$ cat config.mk
export PLATFORM = sky130hd
export DESIGN_NAME = bsg_min_gap_issuer
export DESIGN_NICKNAME = d
export VERILOG_FILES = /design/src/rtl/bsg_min_gap_pkg.sv /design/src/rtl/bsg_min_gap_ctr.sv /design/src/rtl/bsg_min_gap_issuer.sv
export SDC_FILE = /design/constraint.sdc
export NUM_CORES = 1
export LEC_CHECK = 0
export ABC_CLOCK_PERIOD_IN_PS = 3200
export BUFFER_PORTS_ARGS = -buffer_cell sky130_fd_sc_hd__buf_2
export CAP_MARGIN = 20
export CORE_MARGIN = 1
export CORE_UTILIZATION = 46
export DETAILED_ROUTE_END_ITERATION = 8
export PLACE_DENSITY = 0.84
export SKIP_CTS_REPAIR_TIMING = 1
export SLEW_MARGIN = 20
export SYNTH_ARGS = -nofsm -noshare
export SYNTH_HDL_FRONTEND = slang
export SYNTH_SLANG_ARGS = --single-unit
$ cat constraint.sdc
create_clock -name clk_i -period 3.2 [get_ports clk_i]
set_input_delay 0.32 -clock clk_i [delete_from_list [all_inputs] [get_ports clk_i]]
set_output_delay 0.32 -clock clk_i [all_outputs]
set_load 0.02 [all_outputs]
$ cat src/rtl/bsg_min_gap_pkg.sv
// Shared types and limits for the minimum-gap issuer.
package bsg_min_gap_pkg;

  typedef enum logic {
    eReady = 1'b0,
    eGap   = 1'b1
  } bsg_min_gap_state_e;

  localparam int unsigned max_cycles_lp = 65535;

  // A counter that only ever holds 0 still needs one bit.
  function automatic int unsigned ctr_width(input int unsigned cycles);
    return (cycles == 0) ? 1 : $clog2(cycles + 1);
  endfunction

endpackage

$ cat src/rtl/bsg_min_gap_ctr.sv
// Loadable saturating down-counter that times the quiet period between issues.
module bsg_min_gap_ctr #(
  parameter int unsigned width_p     = 1,
  parameter int unsigned load_val_p  = 0,
  parameter int unsigned reset_val_p = 0
) (
  input  logic               clk_i,
  input  logic               reset_i,
  input  logic               load_i,
  output logic               zero_o,
  output logic [width_p-1:0] ctr_o
);

  logic [width_p-1:0] r_ctr;

  always_ff @(posedge clk_i) begin
    if (reset_i) begin
      r_ctr <= width_p'(reset_val_p);
    end else if (load_i) begin
      r_ctr <= width_p'(load_val_p);
    end else if (r_ctr != '0) begin
      r_ctr <= r_ctr - 1'b1;
    end
  end

  assign ctr_o  = r_ctr;
  assign zero_o = (r_ctr == '0);

endmodule

$ cat src/rtl/bsg_min_gap_issuer.sv
// Single-entry buffer that issues downstream with a guaranteed idle gap between handshakes.
//   state  | meaning
//   eReady | gap expired, a held item may be offered downstream
//   eGap   | quiet period running, downstream valid suppressed
module bsg_min_gap_issuer
  import bsg_min_gap_pkg::*;
#(
  parameter int unsigned width_p      = 32,
  parameter int unsigned cycles_p     = 16,
  parameter bit          reset_wait_p = 1'b1
) (
  input  logic               clk_i,
  input  logic               reset_i,
  input  logic               v_i,
  input  logic [width_p-1:0] data_i,
  output logic               ready_o,
  output logic               v_o,
  output logic [width_p-1:0] data_o,
  input  logic               yumi_i,
  output logic               busy_o
);

  localparam int unsigned ctr_width_lp = ctr_width(cycles_p);
  localparam int unsigned reset_val_lp = reset_wait_p ? cycles_p : 0;

  if (cycles_p > max_cycles_lp) begin : g_bad_cycles
    $error("bsg_min_gap_issuer: cycles_p exceeds supported maximum");
  end

  bsg_min_gap_state_e        r_state;
  bsg_min_gap_state_e        w_state_n;
  logic                      r_full;
  logic [width_p-1:0]        r_data;
  logic                      w_enq;
  logic                      w_deq;
  logic                      w_zero;
  logic [ctr_width_lp-1:0]   w_ctr;

  assign ready_o = ~r_full & ~reset_i;
  assign v_o     = r_full & (r_state == eReady) & ~reset_i;
  assign busy_o  = ~w_zero & ~reset_i;
  assign data_o  = r_data;

  // Gating yumi with v_o makes an illegal consume a no-op.
  assign w_enq = v_i & ready_o;
  assign w_deq = yumi_i & v_o;

  bsg_min_gap_ctr #(
    .width_p    (ctr_width_lp),
    .load_val_p (cycles_p),
    .reset_val_p(reset_val_lp)
  ) u_ctr (
    .clk_i  (clk_i),
    .reset_i(reset_i),
    .load_i (w_deq),
    .zero_o (w_zero),
    .ctr_o  (w_ctr)
  );

  always_comb begin
    w_state_n = r_state;
    unique case (r_state)
      eReady: if (w_deq && (cycles_p != 0)) w_state_n = eGap;
      eGap:   if (w_ctr == ctr_width_lp'(1)) w_state_n = eReady;
      default: w_state_n = eReady;
    endcase
  end

  always_ff @(posedge clk_i) begin
    if (reset_i) begin
      r_state <= (reset_val_lp != 0) ? eGap : eReady;
    end else begin
      r_state <= w_state_n;
    end
  end

  always_ff @(posedge clk_i) begin
    if (reset_i) begin
      r_full <= 1'b0;
    end else if (w_enq) begin
      r_full <= 1'b1;
    end else if (w_deq) begin
      r_full <= 1'b0;
    end
  end

  always_ff @(posedge clk_i) begin
    if (w_enq) begin
      r_data <= data_i;
    end
  end

  a_yumi_legal: assert property (@(posedge clk_i) disable iff (reset_i) yumi_i |-> v_o);

endmodule

Yosys cells after proc, flatten, opt, wreduce, memory -nomap -nowiden
Index checks and enable logic that the tools add are counted.
{"block": "classes", "n_addsub": 1, "eq_ne": 1, "n_mux": 5, "bitwise": 10, "reduce_logical": 4}
{"cell": "$and A1 B1 Y1", "count": 6}
{"cell": "$eq A5 B1 Y1 const B", "count": 1}
{"cell": "$logic_not A5 Y1", "count": 1}
{"cell": "$reduce_bool A5 Y1", "count": 1}
{"cell": "$sub A5 B1 Y5 const B", "count": 1}
{"cell": "$mux W1", "count": 4}
{"cell": "$not A1 Y1", "count": 4}
{"cell": "$pmux W1 S2", "count": 1}
{"cell": "$reduce_bool A2 Y1", "count": 1}
{"cell": "$reduce_or A2 Y1", "count": 1}
{"block": "totals", "ff_bits": 39, "in_bits": 36, "out_inout_bits": 35}

Longest topological paths before layout
{"block": "logic_depth", "ltp_word": 6, "mapped_depth": 5}

Modules after synthesis
Synthesis repeated with hierarchy kept, for this count alone.
{"block": "unflattened", "hier_cells": 73, "area_unflattened_um2": 1332.5}
{"mod": "bsg_min_gap_issuer", "instances": 1, "cells_each": 46, "area_each_um2": 1086.0, "seq_area_each_um2": 1001.0}
{"mod": "bsg_min_gap_ctr", "instances": 1, "cells_each": 27, "area_each_um2": 246.5, "seq_area_each_um2": 100.1}

Worst setup path before layout
OpenSTA, ideal clock, no wires.
{"block": "synth_timing", "kind": "register to register", "start": "reg r_full", "end": "reg r_data[0], in the netlist data_o[0] (enable)", "setup_time_ns": 0.392, "t_arrival_ns": 1.512, "path_slack_ns": 1.296, "path_stages_with_launch": 3, "synth_period_minus_slack_ns": 1.904, "cell_sequence": "dfxtp_1 -> nor2_1 -> and2_1"}
{"block": "synth_via", "elab_chain_len": 3}
{"item": "start: declaration", "line_no": "bsg_min_gap_issuer.sv:32", "text": "logic r_full;"}
{"item": "start signal: assignment", "line_no": "bsg_min_gap_issuer.sv:79", "text": "r_full <= 1'b0;"}
{"item": "start signal: assignment", "line_no": "bsg_min_gap_issuer.sv:81", "text": "r_full <= 1'b1;"}
{"item": "start signal: assignment", "line_no": "bsg_min_gap_issuer.sv:83", "text": "r_full <= 1'b0;"}
{"item": "$not A1 Y1", "line_no": "bsg_min_gap_issuer.sv:39", "text": "assign ready_o = ~r_full & ~reset_i;"}
{"item": "$and A1 B1 Y1", "line_no": "bsg_min_gap_issuer.sv:39"}
{"item": "named net ready_o", "line_no": "bsg_min_gap_issuer.sv:16", "text": "output logic ready_o,"}
{"item": "$and A1 B1 Y1", "line_no": "bsg_min_gap_issuer.sv:45", "text": "assign w_enq = v_i & ready_o;"}
{"item": "named net w_enq", "line_no": "bsg_min_gap_issuer.sv:34", "text": "logic w_enq;"}
{"item": "end signal: assignment", "line_no": "bsg_min_gap_issuer.sv:89", "text": "r_data <= data_i;"}
{"item": "end: declaration", "line_no": "bsg_min_gap_issuer.sv:33", "text": "logic [width_p-1:0] r_data;"}
The timed path passes the listed nets, and every way through them passes these cells.
A chain may end at the register's enable or synchronous reset.

Worst setup path after layout
{"block": "layout_timing", "start": "reg u_ctr.r_ctr[0], in the netlist u_ctr.ctr_o[0]", "end": "out busy_o"}
{"block": "layout_via", "elab_chain_len": 3}
{"item": "start: declaration", "line_no": "bsg_min_gap_ctr.sv:14", "text": "logic [width_p-1:0] r_ctr;"}
{"item": "start signal: assignment", "line_no": "bsg_min_gap_ctr.sv:18", "text": "r_ctr <= width_p'(reset_val_p);"}
{"item": "start signal: assignment", "line_no": "bsg_min_gap_ctr.sv:20", "text": "r_ctr <= width_p'(load_val_p);"}
{"item": "start signal: assignment", "line_no": "bsg_min_gap_ctr.sv:22", "text": "r_ctr <= r_ctr - 1'b1;"}
{"item": "$logic_not A5 Y1", "line_no": "bsg_min_gap_ctr.sv:27", "text": "assign zero_o = (r_ctr == '0);"}
{"item": "$not A1 Y1", "line_no": "bsg_min_gap_issuer.sv:41", "text": "assign busy_o = ~w_zero & ~reset_i;"}
{"item": "$and A1 B1 Y1", "line_no": "bsg_min_gap_issuer.sv:41"}
{"item": "end: declaration", "line_no": "bsg_min_gap_issuer.sv:20", "text": "output logic busy_o"}
Every way passes these cells.

==> impl_metrics.env <==
export IMPL_syn_cell_area_um2=1313
export IMPL_ios=71
export IMPL_grtUsageTotal_pct=18.18
export IMPL_status="completed"
export IMPL_fin_area_um2=1810
export IMPL_min_delay_path_depth=1
export IMPL_yosys_top_cells_area="sky130_fd_sc_hd__edfxtp_1 73%, sky130_fd_sc_hd__dfxtp_1 11%, sky130_fd_sc_hd__ha_1 2.9%"
export IMPL_max_cap_violations=0
export IMPL_nFillCells=199
export IMPL_grt_pass1_wl_mm=4.119
export IMPL_worst_slew_pin_transition_ns=0.3825
export IMPL_pwr_density_cell_nw_per_um2=696.1
export IMPL_numClockSinks=39
export IMPL_syn_instance_count=70
export IMPL_drcViolationCount=0
export IMPL_post_route_min_period_ns=1.871
export IMPL_yosysMostFrequentCell="sky130_fd_sc_hd__edfxtp_1"
export IMPL_cts_max_level=2
export IMPL_reg2regPathDepth=5
export IMPL_synth_edf_count=32
export IMPL_synth_flop_cell="sky130_fd_sc_hd__edfxtp_1"
export IMPL_setup_tns_final_ns=0
export IMPL_seq_area_frac_synth_pct=83.89
export IMPL_tritoncts_clock_tree="built"
export IMPL_globalRoute_totalOverflow=0
export IMPL_core_area_um2=2734
export IMPL_cp_required_ns=2.88
export IMPL_placement_rows=19
export IMPL_totalWireLength_mm=2.491
export IMPL_die_height_um=55.42
export IMPL_antenna_violations_before_repair=0
export IMPL_grt_busiest_layer="met2"
export IMPL_via_count_of_the_first_global_routing_pass=883
export IMPL_critical_path_reg2reg_startpoint="u_ctr.ctr_o[0]"
export IMPL_synthesis_area_per_instance_um2=18.75
export IMPL_yosysWarningCount=0
export IMPL_timing_final_setup_violations=0
export IMPL_count_of_endpoints_failing_hold_in_the_final_timing_report=0
export IMPL_via_per_inst=4.917
export IMPL_post_route_cells_drive_above_1_share_pct=53.69
export IMPL_placed_area_um2=1709
export IMPL_drtAntennaViolNets=0
export IMPL_fin_crit_sh_pct=58.47
export IMPL_hold_path_startpoint="data_i[17]"
export IMPL_worstSetupEndpointType="output port"
export IMPL_worstHoldEndpoint="data_o[17]"
export IMPL_drt_first_iter_violations=25
export IMPL_chipWidth_um=55.42
export IMPL_max_clock_freq_mhz=534.4
export IMPL_grt_start_max_net_pins=33
export IMPL_cts_made_buffers=5
export IMPL_critPathArrivalTime_ns=1.55
export IMPL_dieArea_um2=3071
export IMPL_worstReg2RegEnd="u_ctr.ctr_o[0]"
export IMPL_clock_latency_ns=0.33
export IMPL_final_nets=187
export IMPL_detailedPlacementHpwl_mm=1.931
export IMPL_min_path_type="in2reg"
export IMPL_worst_setup_hold_path_clk_slew_ns=0.11
export IMPL_p_leak_nw=0.7830
export IMPL_synth_area_leader_cell="sky130_fd_sc_hd__edfxtp_1"
export IMPL_gr_usage_met3_pct=9.368
export IMPL_gr_usage_met1_pct=20.03
export IMPL_timing_critical_path_from_type="flop"
export IMPL_synth_async_reset_ratio_pct=0
export IMPL_irDropWorstVdd_mv=0.5200
export IMPL_numPlacedInstances=172
export IMPL_rsz0062_at_grt="false"
export IMPL_finalMaxSlewViolations=0
export IMPL_globalRouteMet2Util_pct=29.43
export IMPL_flip_flop_and_latch_count_after_synthesis=39
export IMPL_power_mw=1.260
export IMPL_synth_nets=109
export IMPL_timing_setup_critical_path_class="reg2out"
export IMPL_stdcell_count=180
export IMPL_synth_top_area_share_pct=73.21
export IMPL_wire_per_inst_um=13.84
export IMPL_timing_max_slew_rel_slack_pct=74.39
export IMPL_initial_utilization_pct=48.01
export IMPL_buffer_ports_inserted=70
export IMPL_drt_pass1_iter_count=4
export IMPL_cts_root_buf="sky130_fd_sc_hd__clkbuf_4"
export IMPL_yosysUniqueCellTypes=17
export IMPL_gpl_final_weighted_congestion=0.7389
export IMPL_antenna_diode_count=0
export IMPL_synth_common_cells="32 x sky130_fd_sc_hd__edfxtp_1, 7 x sky130_fd_sc_hd__dfxtp_1, 7 x sky130_fd_sc_hd__nor2_1"
export IMPL_area_growth_synth_to_final_pct=37.94
export IMPL_worst_path_max_fanout=6
export IMPL_clockBufferDepth=2
export IMPL_routed_via_count=885
export IMPL_clock_skew_final_ns=0.006898
export IMPL_r2r_setup_slk_ns=1.84
-- worst max path at each step --
stage,startpoint,endpoint,slack (ns),depth (start not counted)
after floorplan,r_full,data_o[0],1.30,2
after global placement,u_ctr.ctr_o[0],busy_o,1.75,5
after detailed placement,u_ctr.ctr_o[0],busy_o,1.69,5
after CTS,u_ctr.ctr_o[0],busy_o,1.31,5
after global routing,u_ctr.ctr_o[0],busy_o,1.19,5
final,u_ctr.ctr_o[0],busy_o,1.33,5
-- layer usage --
metal | vias to the layer above | share of wire [%] | wire length, µm
met5 | - | 0 | 0
met4 | 0 | 0.64 | 16
met3 | 2 | 12 | 306
met2 | 60 | 51 | 1264
met1 | 410 | 36 | 905
li1 | 413 | - | -
-- cell type report --
| cell class | count | area, µm² | share of cell area (%) |
|---|---|---|---|
| clock buffers | 6 | 41.29 | 2.281 |
| multi-input cells | 28 | 200.2 | 11.06 |
| well taps | 31 | 38.79 | 2.142 |
| clock inverters | 2 | 60.06 | 3.317 |
| repair buffers | 71 | 357.8 | 19.76 |
| flip-flops and latches | 39 | 1101 | 60.82 |
| inverters | 3 | 11.26 | 0.6220 |
-- per-stage QoR --
step | hold slack [ns] | util [%] | setup WS (ns)
after floorplan | 0.4189 | - | 1.296
after global placement | 0.4615 | 62.52 | 1.750
after detailed placement | 0.4801 | 62.52 | 1.687
after CTS | 0.1347 | 66.22 | 1.306
after global routing | 0.1205 | 66.22 | 1.194
final | 0.1555 | 66.22 | 1.329
-- sequential cells by signal (all words and copies together), names as in the netlist --
register and cells:
data_o 32, u_ctr.ctr_o 5, r_full 1, r_state 1
-- cells by family (layout without fill, tap and decap cells) --
logic type / Yosys count / count (layout) / share of synthesized area (%)
buf+inv: 3 / 82 / 0.8579
fa+ha+maj: 3 / 3 / 2.860
flops: 39 / 39 / 83.89
compound gates: 4 / 4 / 2.479
xor+xnor: 3 / 3 / 2.002
simple gates: 18 / 18 / 7.914
-- worst max-delay path, cell delays in order, from the launching register on --
cell and delay (ns):
sky130_fd_sc_hd__dfxtp_1 0.34, sky130_fd_sc_hd__inv_1 0.12, sky130_fd_sc_hd__ha_1 0.19, sky130_fd_sc_hd__nor4b_4 0.35
sky130_fd_sc_hd__nor2_1 0.06, sky130_fd_sc_hd__buf_2 0.16
-- placed cells by master, fill, tap and decap left out --
cell type / instances
sky130_fd_sc_hd__a211o_1: 1
sky130_fd_sc_hd__a211oi_1: 1
sky130_fd_sc_hd__a21o_1: 1
sky130_fd_sc_hd__a31o_2: 1
sky130_fd_sc_hd__and2_1: 1
sky130_fd_sc_hd__and3_1: 1
sky130_fd_sc_hd__buf_2: 70
sky130_fd_sc_hd__buf_4: 1
sky130_fd_sc_hd__bufinv_16: 2
sky130_fd_sc_hd__clkbuf_1: 1
sky130_fd_sc_hd__clkbuf_4: 5
sky130_fd_sc_hd__dfxtp_1: 7
sky130_fd_sc_hd__edfxtp_1: 32
sky130_fd_sc_hd__ha_1: 3
sky130_fd_sc_hd__inv_1: 3
sky130_fd_sc_hd__nand2_1: 2
sky130_fd_sc_hd__nor2_1: 7
sky130_fd_sc_hd__nor2b_1: 1
sky130_fd_sc_hd__nor3_1: 4
sky130_fd_sc_hd__nor3b_1: 1
sky130_fd_sc_hd__nor4b_4: 1
sky130_fd_sc_hd__xnor2_1: 3
-- where the power goes --
group | switching (mW) | internal (mW)
sequential | 0.0423 | 0.600
combinational | 0.121 | 0.107
clock | 0.146 | 0.244
total | 0.310 | 0.951
Power figures use the tool's default switching activity.
